**config.mk**
```make
export PLATFORM = sky130hd
export DESIGN_NAME = plot_scheduler
export DESIGN_NICKNAME = d
export VERILOG_FILES = /design/src/rtl/plot_scheduler.sv
export SDC_FILE = /design/constraint.sdc
export NUM_CORES = 1
export LEC_CHECK = 0
export BUFFER_PORTS_ARGS = -buffer_cell sky130_fd_sc_hd__buf_2
export CORE_MARGIN = 3
export CORE_UTILIZATION = 58
export CTS_CLUSTER_DIAMETER = 60
export DETAILED_ROUTE_END_ITERATION = 8
export MAX_ROUTING_LAYER = met4
export PLACE_DENSITY = 0.87
export SETUP_SLACK_MARGIN = 0.3
export SYNTH_ARGS = -nofsm -noshare
export SYNTH_HDL_FRONTEND = slang
export SYNTH_SLANG_ARGS = --single-unit
```
**constraint.sdc**
```tcl
create_clock -name clk -period 10.55 [get_ports clk]
set_clock_uncertainty 0.2 [all_clocks]
set_input_delay 1.055 -clock clk [delete_from_list [all_inputs] [get_ports clk]]
set_output_delay 1.055 -clock clk [all_outputs]
set_load 0.005 [all_outputs]
```
**src/rtl/plot_scheduler.sv**
```systemverilog
// Round-robin arbiter sharing one VGA pixel-write path between ball, paddle and block plotters.
// The winner's old rectangle is erased in the background colour, then its new one is drawn, one pixel per clock.
module plot_scheduler #(
  parameter logic [7:0] MAX_X     = 8'd159,
  parameter logic [6:0] MAX_Y     = 7'd119,
  parameter logic [2:0] BG_COLOUR = 3'b000,
  parameter logic [2:0] COLOUR_0  = 3'b111,
  parameter logic [2:0] COLOUR_1  = 3'b010,
  parameter logic [2:0] COLOUR_2  = 3'b100
) (
  input  logic        clk,
  input  logic        resetn,
  input  logic [2:0]  req,
  input  logic [23:0] new_x,
  input  logic [20:0] new_y,
  input  logic [23:0] old_x,
  input  logic [20:0] old_y,
  input  logic [23:0] size_x,
  input  logic [20:0] size_y,
  output logic [2:0]  ack,
  output logic        busy,
  output logic [7:0]  x,
  output logic [6:0]  y,
  output logic [2:0]  colour,
  output logic        plot
);

  localparam logic [1:0] S_IDLE  = 2'd0;
  localparam logic [1:0] S_ERASE = 2'd1;
  localparam logic [1:0] S_DRAW  = 2'd2;
  localparam logic [1:0] S_DONE  = 2'd3;

  logic [1:0] r_state;
  logic [1:0] r_ptr;
  logic [1:0] r_grant;
  logic [7:0] r_px;
  logic [6:0] r_py;
  logic [7:0] r_oldX, r_newX, r_sizeX;
  logic [6:0] r_oldY, r_newY, r_sizeY;
  logic [2:0] r_ack;
  logic       r_busy;
  logic [7:0] r_x;
  logic [6:0] r_y;
  logic [2:0] r_colour;
  logic       r_plot;

  logic       w_grantValid;
  logic [1:0] w_grantIdx;
  logic [2:0] w_cand;
  logic [7:0] w_selOldX, w_selNewX, w_selSizeX;
  logic [6:0] w_selOldY, w_selNewY, w_selSizeY;
  logic       w_skipErase;
  logic [2:0] w_drawColour;
  logic [7:0] w_baseX;
  logic [6:0] w_baseY;
  logic [8:0] w_sumX;
  logic [7:0] w_sumY;
  logic       w_visible;
  logic       w_lastX;
  logic       w_lastY;
  logic       w_empty;

  // Lowest rotation offset from the pointer wins, so scan offsets from high to low.
  always_comb begin
    w_grantValid = 1'b0;
    w_grantIdx   = 2'd0;
    w_cand       = 3'd0;
    for (int k = 2; k >= 0; k--) begin
      w_cand = {1'b0, r_ptr} + 3'(k);
      if (w_cand >= 3'd3) w_cand = w_cand - 3'd3;
      if (req[w_cand[1:0]]) begin
        w_grantValid = 1'b1;
        w_grantIdx   = w_cand[1:0];
      end
    end
  end

  always_comb begin
    case (w_grantIdx)
      2'd1: begin
        w_selOldX = old_x[15:8];  w_selNewX = new_x[15:8];  w_selSizeX = size_x[15:8];
        w_selOldY = old_y[13:7];  w_selNewY = new_y[13:7];  w_selSizeY = size_y[13:7];
      end
      2'd2: begin
        w_selOldX = old_x[23:16]; w_selNewX = new_x[23:16]; w_selSizeX = size_x[23:16];
        w_selOldY = old_y[20:14]; w_selNewY = new_y[20:14]; w_selSizeY = size_y[20:14];
      end
      default: begin
        w_selOldX = old_x[7:0];   w_selNewX = new_x[7:0];   w_selSizeX = size_x[7:0];
        w_selOldY = old_y[6:0];   w_selNewY = new_y[6:0];   w_selSizeY = size_y[6:0];
      end
    endcase
  end

  assign w_skipErase = (w_selSizeX == 8'd0) || (w_selSizeY == 7'd0) ||
                       ((w_selOldX == w_selNewX) && (w_selOldY == w_selNewY));

  always_comb begin
    case (r_grant)
      2'd1:    w_drawColour = COLOUR_1;
      2'd2:    w_drawColour = COLOUR_2;
      default: w_drawColour = COLOUR_0;
    endcase
  end

  // Sums are one bit wider than the screen coordinates so that wrap past 255/127 still reads as off-screen.
  assign w_baseX   = (r_state == S_ERASE) ? r_oldX : r_newX;
  assign w_baseY   = (r_state == S_ERASE) ? r_oldY : r_newY;
  assign w_sumX    = {1'b0, w_baseX} + {1'b0, r_px};
  assign w_sumY    = {1'b0, w_baseY} + {1'b0, r_py};
  assign w_visible = (w_sumX <= {1'b0, MAX_X}) && (w_sumY <= {1'b0, MAX_Y});
  assign w_lastX   = (r_px == r_sizeX - 8'd1);
  assign w_lastY   = (r_py == r_sizeY - 7'd1);
  assign w_empty   = (r_sizeX == 8'd0) || (r_sizeY == 7'd0);

  always_ff @(posedge clk or negedge resetn) begin
    if (!resetn) begin
      r_state  <= S_IDLE;
      r_ptr    <= 2'd0;
      r_grant  <= 2'd0;
      r_px     <= 8'd0;
      r_py     <= 7'd0;
      r_oldX   <= 8'd0;
      r_newX   <= 8'd0;
      r_sizeX  <= 8'd0;
      r_oldY   <= 7'd0;
      r_newY   <= 7'd0;
      r_sizeY  <= 7'd0;
      r_ack    <= 3'b000;
      r_busy   <= 1'b0;
      r_x      <= 8'd0;
      r_y      <= 7'd0;
      r_colour <= 3'b000;
      r_plot   <= 1'b0;
    end else begin
      r_ack  <= 3'b000;
      r_plot <= 1'b0;
      r_busy <= (r_state != S_IDLE);
      case (r_state)
        S_IDLE: begin
          if (w_grantValid) begin
            r_grant <= w_grantIdx;
            r_oldX  <= w_selOldX;
            r_newX  <= w_selNewX;
            r_sizeX <= w_selSizeX;
            r_oldY  <= w_selOldY;
            r_newY  <= w_selNewY;
            r_sizeY <= w_selSizeY;
            r_px    <= 8'd0;
            r_py    <= 7'd0;
            r_state <= w_skipErase ? S_DRAW : S_ERASE;
          end
        end
        S_ERASE, S_DRAW: begin
          if ((r_state == S_DRAW) && w_empty) begin
            r_state <= S_DONE;
          end else begin
            r_x      <= w_sumX[7:0];
            r_y      <= w_sumY[6:0];
            r_colour <= (r_state == S_ERASE) ? BG_COLOUR : w_drawColour;
            r_plot   <= w_visible;
            if (w_lastX) begin
              r_px <= 8'd0;
              if (w_lastY) begin
                r_py    <= 7'd0;
                r_state <= (r_state == S_ERASE) ? S_DRAW : S_DONE;
              end else begin
                r_py <= r_py + 7'd1;
              end
            end else begin
              r_px <= r_px + 8'd1;
            end
          end
        end
        S_DONE: begin
          r_ack   <= 3'b001 << r_grant;
          r_ptr   <= (r_grant == 2'd2) ? 2'd0 : r_grant + 2'd1;
          r_state <= S_IDLE;
        end
        default: r_state <= S_IDLE;
      endcase
    end
  end

  assign ack    = r_ack;
  assign busy   = r_busy;
  assign x      = r_x;
  assign y      = r_y;
  assign colour = r_colour;
  assign plot   = r_plot;

endmodule

```
# == Yosys cells after proc, flatten, opt, wreduce, memory -nomap -nowiden ==
# Cells that the tools add are included.
# op_classes
n_addsub,12
n_lt_le_gt_ge,8
n_eq_ne,16
shift,1
muxes,45
bitwise,1
reduce_logical,19
# ops
operator,n
8-bit one-hot mux with 2 select lines,4
7-bit one-hot mux with 2 select lines,4
7-bit two-way mux,5
8-bit two-way mux,4
2-bit two-way mux,12
8-bit == test,2
8-bit logical NOT,2
7-bit == test,2
7-bit logical NOT,2
8-bit by 8-bit adder with 9-bit output,1
9-bit by 8-bit less-or-equal comparator with 1-bit output (second input constant),1
2-bit by 3-bit less-than comparator with 1-bit output (second input constant),3
1-bit two-way mux,9
7-bit by 7-bit adder with 8-bit output,1
8-bit by 1-bit adder with 8-bit output (second input constant),1
2-bit == test (second input constant),4
8-bit by 7-bit less-or-equal comparator with 1-bit output (second input constant),1
8-bit by 1-bit subtractor with 8-bit output (second input constant),1
7-bit by 1-bit adder with 7-bit output (second input constant),1
7-bit by 1-bit subtractor with 7-bit output (second input constant),1
1-bit binary-select mux with 2-bit select,3
2-bit by 1-bit == test with 1-bit output (second input constant),3
3-bit by 2-bit greater-or-equal comparator with 1-bit output (second input constant),2
3-bit two-way mux,2
19 further kinds,31
# word_totals
regBits,89
inputBits,140
output_inout_bits,23
elab_cells,119

# == Longest topological paths before layout ==
# Gate-level depths: netlist of the first run.
# logic_depth
ltp_word,16
ltp_mapped,18
ltp_nobuf,16

# == Worst setup path after synthesis of the first run ==
# No wires, ideal clock.
# synth_timing
path_type,input -> register
from,input req[2]
to,register r_state[1]
arrival_ps,3506
required_time_ps,10228
slack_ps,6723
stages,12
path_cell_list,mux2_2 mux2i_1 mux2i_1 ha_1 clkbuf_1 clkbuf_1 a22oi_1 o21ai_0 xor2_1 nor4_1 a31o_2 a32o_1
# synth_between
elab_chain_cells,13
# synth_lines
item,line,text
from (decl),13,"input logic [2:0] req,"
1-bit binary-select mux with 2-bit select,71,if (req[w_cand[1:0]]) begin
1-bit two-way mux (not written as such),71,
2-bit two-way mux (3 in series),71,
2-bit == test or 2-bit by 1-bit == test with 1-bit output (tied branches),79,case (w_grantIdx)
8-bit one-hot mux with 2 select lines or 7-bit one-hot mux with 2 select lines (tied branches),79,
8-bit == test (tied with other cells),96,((w_selOldX == w_selNewX) && (w_selOldY == w_selNewY));
1-bit logical AND or 1-bit logical OR (tied branches),"96, 95",
1-bit logical OR,95,assign w_skipErase = (w_selSizeX == 8'd0) || (w_selSizeY == 7'd0) ||
2-bit two-way mux,151,r_state <= w_skipErase ? S_DRAW : S_ERASE;
2-bit two-way mux,141,if (w_grantValid) begin
2-bit one-hot mux with 3 select lines,139,case (r_state)
to (signal assigned),151,
to (signal assigned),166,r_state <= (r_state == S_ERASE) ? S_DRAW : S_DONE;
to (decl),33,logic [1:0] r_state;
# Parallel ways exist; a longest one is shown, timed or not. The select of a mux whose other input is x is not followed.
# A chain may end at the register's enable or synchronous reset.

# == Worst setup path after layout of the first run ==
# Same ends and word-level chain as after synthesis.

==> results of run 1 <==
logic make-up after synthesis:
group | count (synthesis) | share of synthesized area [%]
compound gates | 206 | 21.8
xor+xnor | 39 | 5.53
fa+ha+maj | 38 | 7.94
buf+inv | 71 | 4.58
flops | 89 | 36.0
mux | 58 | 10.5
simple gates | 177 | 13.6
critical path: cells and delay by family:
family | cells | cell delay, ps
adders and majority gates | 1 | 840
and+or+nand+nor | 1 | 320
xor gates and xnor gates | 1 | 130
muxes | 3 | 920
buffers and inverters | 1 | 130
AOI/OAI and AO/OA | 4 | 1160
layer usage:
metal	part of all wire, %	routed length (um)	global-route usage [%]	vias to the layer above
li1	-	-	-	2723
met1	40	6650	33.9	2731
met2	50	8310	48.2	316
met3	6.9	1140	3.73	60
met4	3.2	524	12.1	0
met5	0	0	-	-
Yosys cell counts (3+ instances only):
master	n
dfrtp_1	89
o21ai_0	75
nand2_1	74
mux2_2	56
a22oi_1	46
ha_1	36
inv_1	33
nor2_1	33
a21oi_1	31
clkbuf_1	28
xnor2_1	21
xor2_1	18
nor3_1	14
nand3_1	12
nand4_1	9
nand2b_1	8
o31ai_1	8
a21o_1	7
buf_2	7
nor2b_1	5
o22ai_1	5
nor4_1	4
o21a_1	4
a211oi_1	3
and2_1	3
and3_1	3
o211ai_1	3
final timing paths:
| path | startpoint | to | slack [ps] | cells past startpoint |
|---|---|---|---|---|
| worst max-delay path | req[2] | r_state[1] | 6060 | 11 |
| worst min-delay path | x[1] | x[1] | 290 | 2 |
| worst max register to register | r_ptr[0] | r_state[1] | 6070 | 14 |
| max in group asynchronous | resetn | r_sizeY[3] | 8760 | 1 |
| worst min register to register | x[1] | x[1] | 290 | 2 |
| min in group asynchronous | resetn | x[3] | 680 | 1 |
report_power, final:
part / total (mW) / leakage, nW / switching (mW) / internal, mW
Sequential: 0.341 / 1.19 / 0 / 0.341
Combinational: 0.0881 / 2.27 / 0.0510 / 0.0371
Clock: 0.233 / 0.0962 / 0.140 / 0.0926
Total: 0.662 / 3.55 / 0.191 / 0.471
cell type report:
class                           instances  area, um2
Fill cell                             765       3090
Timing Repair Buffer                  166        843
Sequential cell                        89       2230
Multi-Input combinational cell        518       3670
Clock buffer                            9        124
Tap cell                              136        170
Clock inverter                          7       67.6
Inverter                               34        128
flip-flops by register name, summed over array words and instances, names as in the netlist:
| name | count |
|---|---|
| r_newY | 7 |
| r_oldY | 7 |
| y | 7 |
| r_px | 8 |
| r_py | 7 |
| colour | 3 |
| r_sizeY | 7 |
| r_sizeX | 8 |
| x | 8 |
| r_grant | 2 |
| r_oldX | 8 |
| r_newX | 8 |
| plot | 1 |
| r_ptr | 2 |
| r_state | 2 |
| ack | 3 |
| busy | 1 |
through the flow:
step,utilization (%),power [mW]
detailed placement,68.2,0.435
CTS,70.1,0.663
global placement,68.2,0.432
floorplan,-,0.392
finish,70.1,0.662
global route,70.1,0.685
==> metrics.md, run 1 <==
| Metric | Value |
|---|---|
| Clock H-tree levels | `3` |
| Tightest Pin Transition | `1210 ps` |
| Worst-skew pair later-pin latency | `370 ps` |
| Nets | `996` |
| Worst path arrival time | `4590 ps` |
| Die ar. | `11,900 um2` |
| Fraction of layout cells with a size suffix above 1 | `30.6%` |
| FMAX | `223 MHz` |
| Commonest cells after routing, fill and taps aside | `buf_2, dfrtp_1, o21ai_0` |
| Sequential-to-total area share from yosys stat | `36.0%` |
| Core area | `10,300 um2` |
| Antenna violations before repair | `0` |
| Post-synthesis cell type count | `57` |
| Vias | `5,830` |
| CTS Buf Count | `9` |
| Critical Path End Type | `register` |
| Final hold violation count | `0` |
| Cell area after synthesis | `6180 um2` |
| Unrepaired setup endpoints after global routing | `false` |
| Largest stage delay, worst path | `840 ps` |
| GRT Util Overall | `28.4%` |
| CP required | `10,660 ps` |
| Critical path startpoint category | `input port` |
| Top Ports | `163` |
| Largest net degree at the start of global routing | `91` |
| Clock transition at the registers of the reported paths | `110 ps` |
| Cell area after layout | `7230 um2` |
| Tcrit/Tclk final | `42.5%` |
| Vias in the first global route | `5,588` |
| I/O Buffers | `162` |
| Crit Path Class | `in2reg` |
| LEAKAGE | `3.55 nW` |
| GR Overflow Total | `0` |
| Worst setup margin | `6060 ps` |
| Ranking of synthesized cells by area | `dfrtp_1, mux2_2, ha_1, o21ai_0, a22oi_1` |
| CTS tree | `built` |
| Maxcap violations | `0` |
| First-pass GRT wire length | `26.0 mm` |
| Post-CTS setup buffers | `0` |
| Commonest non-fill, non-tap cell in the layout | `buf_2` |
| Chip Height | `109 um` |
| Synth area leader | `dfrtp_1` |
| Pre-antenna DRT Iters | `7` |
| Slew headroom | `19.3%` |
| Die W | `109 um` |
| DRC | `0` |
| Initial Util | `59.9%` |
| Detail Placement HPWL | `12.3 mm` |
| Initial DRC Count | `561` |
| Clock Tree Buf Depth | `2` |
| Ys Warns | `0` |
| Worst IR Drop VDD | `0.0000532 V` |
| Pre-CTS setup slack | `5750 ps` |
| PwrDens | `91.5 nW/um2` |
| Flops & latches, synth | `89` |
| RD Place Congestion | `0.924` |
| Antenna cells | `0` |
| Slowest cell on crit path | `ha_2` |
| Hold_buf cts | `0` |
| ANT nets after route | `0` |
| Final min period | `4490 ps` |
| Routed WL | `16.6 mm` |
| FP Rows | `37` |
| Synth Area per Inst | `9.11 um2` |
| Crit-path cells | `buf_2, mux2_2, mux2i_1, mux2i_1, ha_2, a22oi_1, o21ai_0, xor2_1, nor4_1, a31o_2, a32o_1` |
| Root buffer cell | `clkbuf_8` |
| Avg WL per Cell | `17.3 um` |
| Top_reg_cell synth | `dfrtp_1` |
| Area share of the largest cell type after synthesis | `36.0%` |
| Most used cell, CP | `mux2i_1` |
| Worst-path maximum fanout | `45` |
| Status | `finished clean` |
| Fin cells | `959` |
| Via-per-instance ratio | `6.08` |
| Async SR Flop Fraction | `100%` |
| Layout area overhead | `17.1%` |
| Mapped Nets | `856` |
| Placed Instances | `943` |
| Post-CTS Resized | `0` |
| Setup TNS | `0 ps` |
| EDFF count, synth | `0` |
| Path type of the worst min-delay path | `reg2reg` |
| Num Clock Sinks | `89` |
| Cell count after synthesis | `678` |
| Area after DPL | `7040 um2` |
| # setup viols final | `0` |
| Final Max Tran Viols | `0` |
| Worst hold slack | `286 ps` |
Note: power is estimated with default switching activity, not from simulation.
==> run 2, diff against run 1 <==
--- a/config.mk
+++ b/config.mk
@@ -7,11 +7,11 @@
 export LEC_CHECK = 0
 export BUFFER_PORTS_ARGS = -buffer_cell sky130_fd_sc_hd__buf_2
 export CORE_MARGIN = 3
-export CORE_UTILIZATION = 58
+export CORE_UTILIZATION = 49
 export CTS_CLUSTER_DIAMETER = 60
 export DETAILED_ROUTE_END_ITERATION = 8
 export MAX_ROUTING_LAYER = met4
-export PLACE_DENSITY = 0.87
+export PLACE_DENSITY = 0.78
 export SETUP_SLACK_MARGIN = 0.3
 export SYNTH_ARGS = -nofsm -noshare
 export SYNTH_HDL_FRONTEND = slang
==> constraint.sdc (replaced) <==
create_clock -name clk -period 3.7 [get_ports clk]
set_clock_uncertainty 0.2 [all_clocks]
set_input_delay 0.37 -clock clk [delete_from_list [all_inputs] [get_ports clk]]
set_output_delay 0.37 -clock clk [all_outputs]
set_load 0.005 [all_outputs]
==> metrics.md, run 2 (synthesis gave the netlist of run 1 again) <==
| Metric | Value |
|---|---|
| Slowest cell on crit path | `dfrtp_2` |
| Slew headroom | `43.0% (+24 points)` |
| R2R Path End | `r_state[1]` |
| Layout area overhead | `31.2%` |
| Status | `finished clean` |
| I/O Buffers | `162 (unchanged)` |
| # setup viols final | `0 (unchanged)` |
| Via-per-instance ratio | `5.61 (-7.8%)` |
| WP depth | `14 (+3)` |
| Final Max Tran Viols | `0 (unchanged)` |
| CTS Buf Count | `9 (unchanged)` |
| GR Overflow Total | `0 (unchanged)` |
| NetSw | `0.592 mW (+210%)` |
| Routed WL | `17.5 mm (+5.3%)` |
| Fraction of layout cells with a size suffix above 1 | `39.2% (+8.5 points)` |
| RD Place Congestion | `0.897 (-2.9%)` |
| Final Util | `66.7% (-3.4 points)` |
| Clock H-tree levels | `3 (unchanged)` |
| Worst-skew pair later-pin latency | `350 ps (-20 ps)` |
| Largest net degree at the start of global routing | `68 (-25%)` |
| Vias in the first global route | `5,642 (+0.97%)` |
| Reg2Reg Launch Point | `r_ptr[1]` |
| Routing usage on met1 | `31.6% (-2.3 points)` |
| Antenna cells | `0 (unchanged)` |
| DRC | `0 (unchanged)` |
| Initial Util | `50.8% (-9.0 points)` |
| Clock transition at the registers of the reported paths | `70 ps (-40 ps)` |
| Gr busiest metal | `met2` |
| Critical path startpoint category | `register` |
| Unrepaired setup endpoints after global routing | `true` |
| Antenna violations before repair | `0 (unchanged)` |
| Sequential share of power | `41.8% (-9.7 points)` |
| Die W | `118 um (+8.3%)` |
| Clock power share | `43.4% (+8.2 points)` |
| GRT Util Overall | `24.5% (-3.9 points)` |
| First-pass GRT wire length | `27.1 mm (+4.5%)` |
| Die ar. | `14,000 um2 (+17%)` |
| Commonest cells after routing, fill and taps aside | `buf_2, dfrtp_1, nand2_1` |
| Tcrit/Tclk final | `93.2%` |
| Fin cells | `1,026 (+7.0%)` |
| Worst path arrival time | `3530 ps (-1060 ps)` |
| Crit Path Class | `reg2reg` |
| Avg WL per Cell | `17.1 um (-1.6%)` |
| CP required | `3780 ps (-6880 ps)` |
| Comb pwr share | `14.8% (+1.5 points)` |
| CTS tree | `built` |
| Top Ports | `163 (unchanged)` |
| Path type of the worst min-delay path | `in2reg` |
| Worst IR Drop VDD | `0.000195 V (+270%)` |
| Worst hold slack | `150 ps (-136 ps)` |
| Initial DRC Count | `383 (-32%)` |
| Tightest Pin Transition | `854 ps (-357 ps)` |
| Cell area after layout | `8110 um2 (+12%)` |
| Tot Pwr | `2.32 mW (+250%)` |
| Nets | `1,031 (+3.5%)` |
| GR met3 Demand/Resource | `3.01% (-0.72 points)` |
| Commonest non-fill, non-tap cell in the layout | `buf_2` |
| PwrDens | `287 nW/um2 (+210%)` |
| Root buffer cell | `clkbuf_16` |
| GR Util met2 | `40.3% (-8.0 points)` |
| ANT nets after route | `0 (unchanged)` |
| Worst-path maximum fanout | `25 (-44%)` |
| Internal power | `1.73 mW (+270%)` |
| Detail Placement HPWL | `12.3 mm (+0.34%)` |
| Area after DPL | `7250 um2 (+3.0%)` |
| Reg2reg setup slack | `250 ps (-5820 ps)` |
| Maxcap violations | `0 (unchanged)` |
| CP top delay family | `multiplexers` |
| Chip Height | `118 um (+8.3%)` |
| FMAX | `290 MHz` |
| Crit-path cells | `ha_4, mux2_4, mux2i_4, mux2i_4, inv_2, ha_4, buf_12, a22oi_2, o21ai_2, xor2_1, nor4_1, buf_4, a31o_4, a32o_1` |
| Pre-CTS setup slack | `-66.2 ps (-5820 ps)` |
| Worst setup margin | `251 ps (-5810 ps)` |
| Crit path to | `r_state[1]` |
| Final min period | `3450 ps` |
| Final hold violation count | `0 (unchanged)` |
| Num Clock Sinks | `89 (unchanged)` |
| Core area | `12,200 um2 (+18%)` |
| Pre-antenna DRT Iters | `5 (-2)` |
| Crit path from | `r_ptr[1]` |
| Setup TNS | `0 ps (unchanged)` |
| Vias | `5,753 (-1.3%)` |
| Placed Instances | `990 (+5.0%)` |
| Largest stage delay, worst path | `440 ps (-400 ps)` |
| Buf/Inv on CP | `3 (+2)` |
| LEAKAGE | `3.87 nW (+9.0%)` |
| R2R cell count | `14 (unchanged)` |
| Critical Path End Type | `register` |
| FP Rows | `40 (+8.1%)` |
| Sw frac | `25.5% (-3.4 points)` |
| Clock Tree Buf Depth | `2 (unchanged)` |
## run 2: what timing repair did
| item | 4_1_cts | 5_1_grt |
|---|---|---|
| resized for setup | 40 | 53 |
| endpoints found under the setup margin | 2 | 4 |
| setup buffers | 8 | 6 |
| hold endpoints to repair | 66 | 0 |
| gates cloned | 0 | 5 |
| pin swaps | 11 | 21 |
| hold buffers | 1 | 0 |
## run 2: worst min path at each step
stage / startpoint / endpoint / slack, ps / depth (start not counted)
2_1_floorplan: resetn / ack[0] / -130 / 0
3_3_place_gp: y[6] / y[6] / 260 / 2
3_5_place_dp: x[2] / x[2] / 270 / 2
4_1_cts: size_x[4] / r_sizeX[4] / 150 / 3
5_1_grt: size_x[2] / r_sizeX[2] / 170 / 3
6_report: size_x[2] / r_sizeX[2] / 150 / 3
## run 2: layout make-up
| type | count | area, um2 |
|---|---|---|
| clock buffers | 9 | 225 |
| well taps | 168 | 210 |
| multi-input cells | 518 | 3950 |
| repair buffers | 201 | 1270 |
| inverters | 34 | 128 |
| flip-flops and latches | 89 | 2230 |
| clock inverters | 7 | 98.8 |
| fillers | 973 | 4050 |
## run 2: power by group through the flow
stage	sequential (mW)	combinational, mW	clock, mW
after floorplan	0.991	0.127	0
after global placement	0.991	0.268	0
after detailed placement	0.991	0.269	0
after CTS	0.972	0.289	1.02
after global routing	0.972	0.375	1.06
final	0.972	0.344	1.01
## run 2: routing by layer
layer / wire length [um] / vias to the layer above
met3: 844 / 25
met1: 7560 / 2746
li1: - / 2805
met4: 324 / 0
met2: 8770 / 177
met5: 0 / -
## run 2: tightest hold or removal path, delay by kind of cell
kind            cells  cell delay (ps)
buf+inv             1               80
compound gates      2              200
==> run 3, diff against run 2 <==
--- a/config.mk
+++ b/config.mk
@@ -11,7 +11,8 @@
 export CTS_CLUSTER_DIAMETER = 60
 export DETAILED_ROUTE_END_ITERATION = 8
 export MAX_ROUTING_LAYER = met4
-export PLACE_DENSITY = 0.78
+export PLACE_DENSITY_LB_ADDON = 0.08
+export RECOVER_POWER = 50
 export SETUP_SLACK_MARGIN = 0.3
 export SYNTH_ARGS = -nofsm -noshare
 export SYNTH_HDL_FRONTEND = slang
==> metrics.md, run 3 (synthesis gave the netlist of run 1 again) <==
| Metric | Value |
|---|---|
| Status | `finished, violations left` |
| Failing checks | `max-capacitance violations, max-slew violations` |
| Slew headroom | `-32.4% (-75 points)` |
| Worst hold path depth | `3 (unchanged)` |
| Crit-path cells | `ha_4, nor2b_2, o211ai_1, nor2_1, a21oi_2, o22ai_4, inv_2, ha_4, clkbuf_16, a22oi_1, o21ai_1, xor2_1, nor4_1, a31o_2, a32o_1` |
| Final min period | `3420 ps (-30.4 ps)` |
| Worst hold slack | `153 ps (+3.09 ps)` |
| Tightest Pin Transition | `1990 ps (+1130 ps)` |
| Via-per-instance ratio | `5.69 (+1.4%)` |
| Vias | `5,806 (+0.92%)` |
| Die W | `118 um (unchanged)` |
| Clock Tree Buf Depth | `2 (unchanged)` |
| Internal power | `1.60 mW (-7.9%)` |
| Final Util | `65.4% (-1.3 points)` |
| CTS tree | `built` |
| Initial Util | `50.8% (unchanged)` |
| GRT Util Overall | `26.2% (+1.7 points)` |
| Core area | `12,200 um2 (unchanged)` |
| Pre-antenna DRT Iters | `5 (unchanged)` |
| Initial DRC Count | `324 (-15%)` |
| PwrDens | `277 nW/um2 (-3.3%)` |
| Hold_buf cts | `0 (-1)` |
| Chip Height | `118 um (unchanged)` |
| R2R Path End | `r_state[1]` |
| Reg2reg setup slack | `280 ps (+30 ps)` |
| Pre-CTS setup slack | `48.1 ps (+114 ps)` |
| Path type of the worst min-delay path | `in2reg` |
| RD Place Congestion | `0.875 (-2.4%)` |
| I/O Buffers | `162 (unchanged)` |
| Fraction of layout cells with a size suffix above 1 | `36.5% (-2.7 points)` |
| Critical path startpoint category | `register` |
| CP top delay family | `compound AO/OA/AOI/OAI gates` |
| Detail Placement HPWL | `12.6 mm (+1.8%)` |
| Commonest cells after routing, fill and taps aside | `buf_2, dfrtp_1, nand2_1` |
| Slowest cell on crit path | `dfrtp_1` |
| FMAX | `293 MHz (+0.89%)` |
| CTS Buf Count | `9 (unchanged)` |
| Top Ports | `163 (unchanged)` |
| Sequential share of power | `44.1% (+2.3 points)` |
| Maxcap violations | `1 (+1)` |
| First-pass GRT wire length | `28.8 mm (+6.3%)` |
| Most used cell, CP | `ha_4` |
| Critical Path End Type | `register` |
| GR Util met2 | `43.2% (+3.0 points)` |
| GR met3 Demand/Resource | `3.16% (+0.14 points)` |
| Comb pwr share | `15.1% (+0.3 points)` |
| Worst path arrival time | `3460 ps (-70 ps)` |
| Gr busiest metal | `met2` |
| Final Max Tran Viols | `78 (+78)` |
| FP Rows | `40 (unchanged)` |
| CP required | `3740 ps (-40 ps)` |
| Die ar. | `14,000 um2 (unchanged)` |
| Vias in the first global route | `5,764 (+2.2%)` |
| Tcrit/Tclk final | `92.4% (-0.82 points)` |
| Reg2Reg Launch Point | `r_ptr[1]` |
| Worst Hold Launch | `size_x[5]` |
| Setup TNS | `0 ps (unchanged)` |
| Routing usage on met1 | `34.3% (+2.7 points)` |
| R2R cell count | `15 (+1)` |
| Final hold violation count | `0 (unchanged)` |
| Cell area after layout | `7960 um2 (-1.9%)` |
| Antenna cells | `0 (unchanged)` |
| Root buffer cell | `clkbuf_16` |
| Largest net degree at the start of global routing | `78 (+15%)` |
| Clock power share | `40.8% (-2.6 points)` |
| ANT nets after route | `0 (unchanged)` |
| Commonest non-fill, non-tap cell in the layout | `buf_2` |
| Worst Hold Path EP | `r_sizeX[5]` |
| Buf/Inv on CP | `2 (-1)` |
| NetSw | `0.610 mW (+3.1%)` |
| Crit Path Class | `reg2reg` |
| GR Overflow Total | `0 (unchanged)` |
| Worst-skew pair later-pin latency | `350 ps (about the same)` |
| Layout area overhead | `28.7%` |
| Routed WL | `18.0 mm (+2.8%)` |
| Antenna violations before repair | `0 (unchanged)` |
| Largest stage delay, worst path | `430 ps (about the same)` |
| Clock H-tree levels | `3 (unchanged)` |
| Worst-path maximum fanout | `6 (-76%)` |
| LEAKAGE | `3.82 nW (-1.5%)` |
| Avg WL per Cell | `17.6 um (+3.3%)` |
| Nets | `1,026 (-0.48%)` |
| Num Clock Sinks | `89 (unchanged)` |
| Unrepaired setup endpoints after global routing | `true` |
| Area after DPL | `7240 um2 (-0.14%)` |
| DRC | `0 (unchanged)` |
| Worst setup margin | `281 ps (+30.4 ps)` |
| # setup viols final | `0 (unchanged)` |
| Worst IR Drop VDD | `0.000179 V (-8.0%)` |
| Clock transition at the registers of the reported paths | `70 ps (about the same)` |
| Sw frac | `27.7% (+2.2 points)` |
[run 3: cell count changes in the layout (fill, tap and decap cells not counted), moves of 3 or more]
cell,delta
a22oi_1,+6
and2_0,+3
a22oi_2,-6
clkbuf_16,-3
buf_4,-7
a21oi_1,+6
and2_1,-3
a21oi_2,-6
[run 3: layout make-up]
| cell class | count | area, um2 |
|---|---|---|
| clock buffer | 9 | 225 |
| clock inverter | 7 | 58.8 |
| tap | 168 | 210 |
| inverter | 34 | 128 |
| timing repair buffer | 196 | 1230 |
| fill | 1037 | 4210 |
| sequential | 89 | 2230 |
| multi-input combinational | 518 | 3870 |
[run 3: through the flow]
step | total power, mW | cells
3_5_place_dp | 1.26 | 987
4_1_cts | 2.19 | 1016
5_1_grt | 2.29 | 1021
2_1_floorplan | 1.12 | 678
3_3_place_gp | 1.26 | 987
6_report | 2.21 | 1021
[run 3: worst max-delay path by stage]
stage | startpoint | end | cells after the start
floorplan | r_ptr[0] | r_state[1] | 16
global placement | r_ptr[0] | r_state[1] | 13
detailed placement | r_ptr[1] | r_state[0] | 16
CTS | r_ptr[1] | r_state[1] | 15
global route | r_ptr[0] | r_state[1] | 18
finish | r_ptr[1] | r_state[1] | 15
[run 3: repair_timing]
action / in CTS / in global routing
setup endpoints to repair: 3 / 6
pin swaps: 21 / 16
buffers inserted: 10 / 3
resized for setup: 52 / 24
gates cloned: 3 / 2
[run 3: routing by layer]
layer	wire [um]	up-vias
li1	-	2797
met1	7950	2815
met2	8980	171
met3	738	23
met4	329	0
met5	0	-
[run 3: power groups by stage]
stage	registers (mW)	logic (mW)	clock network, mW
2_1_floorplan	0.991	0.127	0
3_3_place_gp	0.991	0.266	0
3_5_place_dp	0.991	0.271	0
4_1_cts	0.972	0.316	0.906
5_1_grt	0.972	0.365	0.954
6_report	0.972	0.333	0.900
[run 3: worst register-to-register path, delay by kind of cell (launching register included)]
kind | cells | cell delay [ps]
AOI/OAI and AO/OA | 7 | 1250
DFF | 1 | 430
xor gates and xnor gates | 1 | 320
and+or+nand+nor | 3 | 350
buffers and inverters | 2 | 280
adders and majority gates | 2 | 480
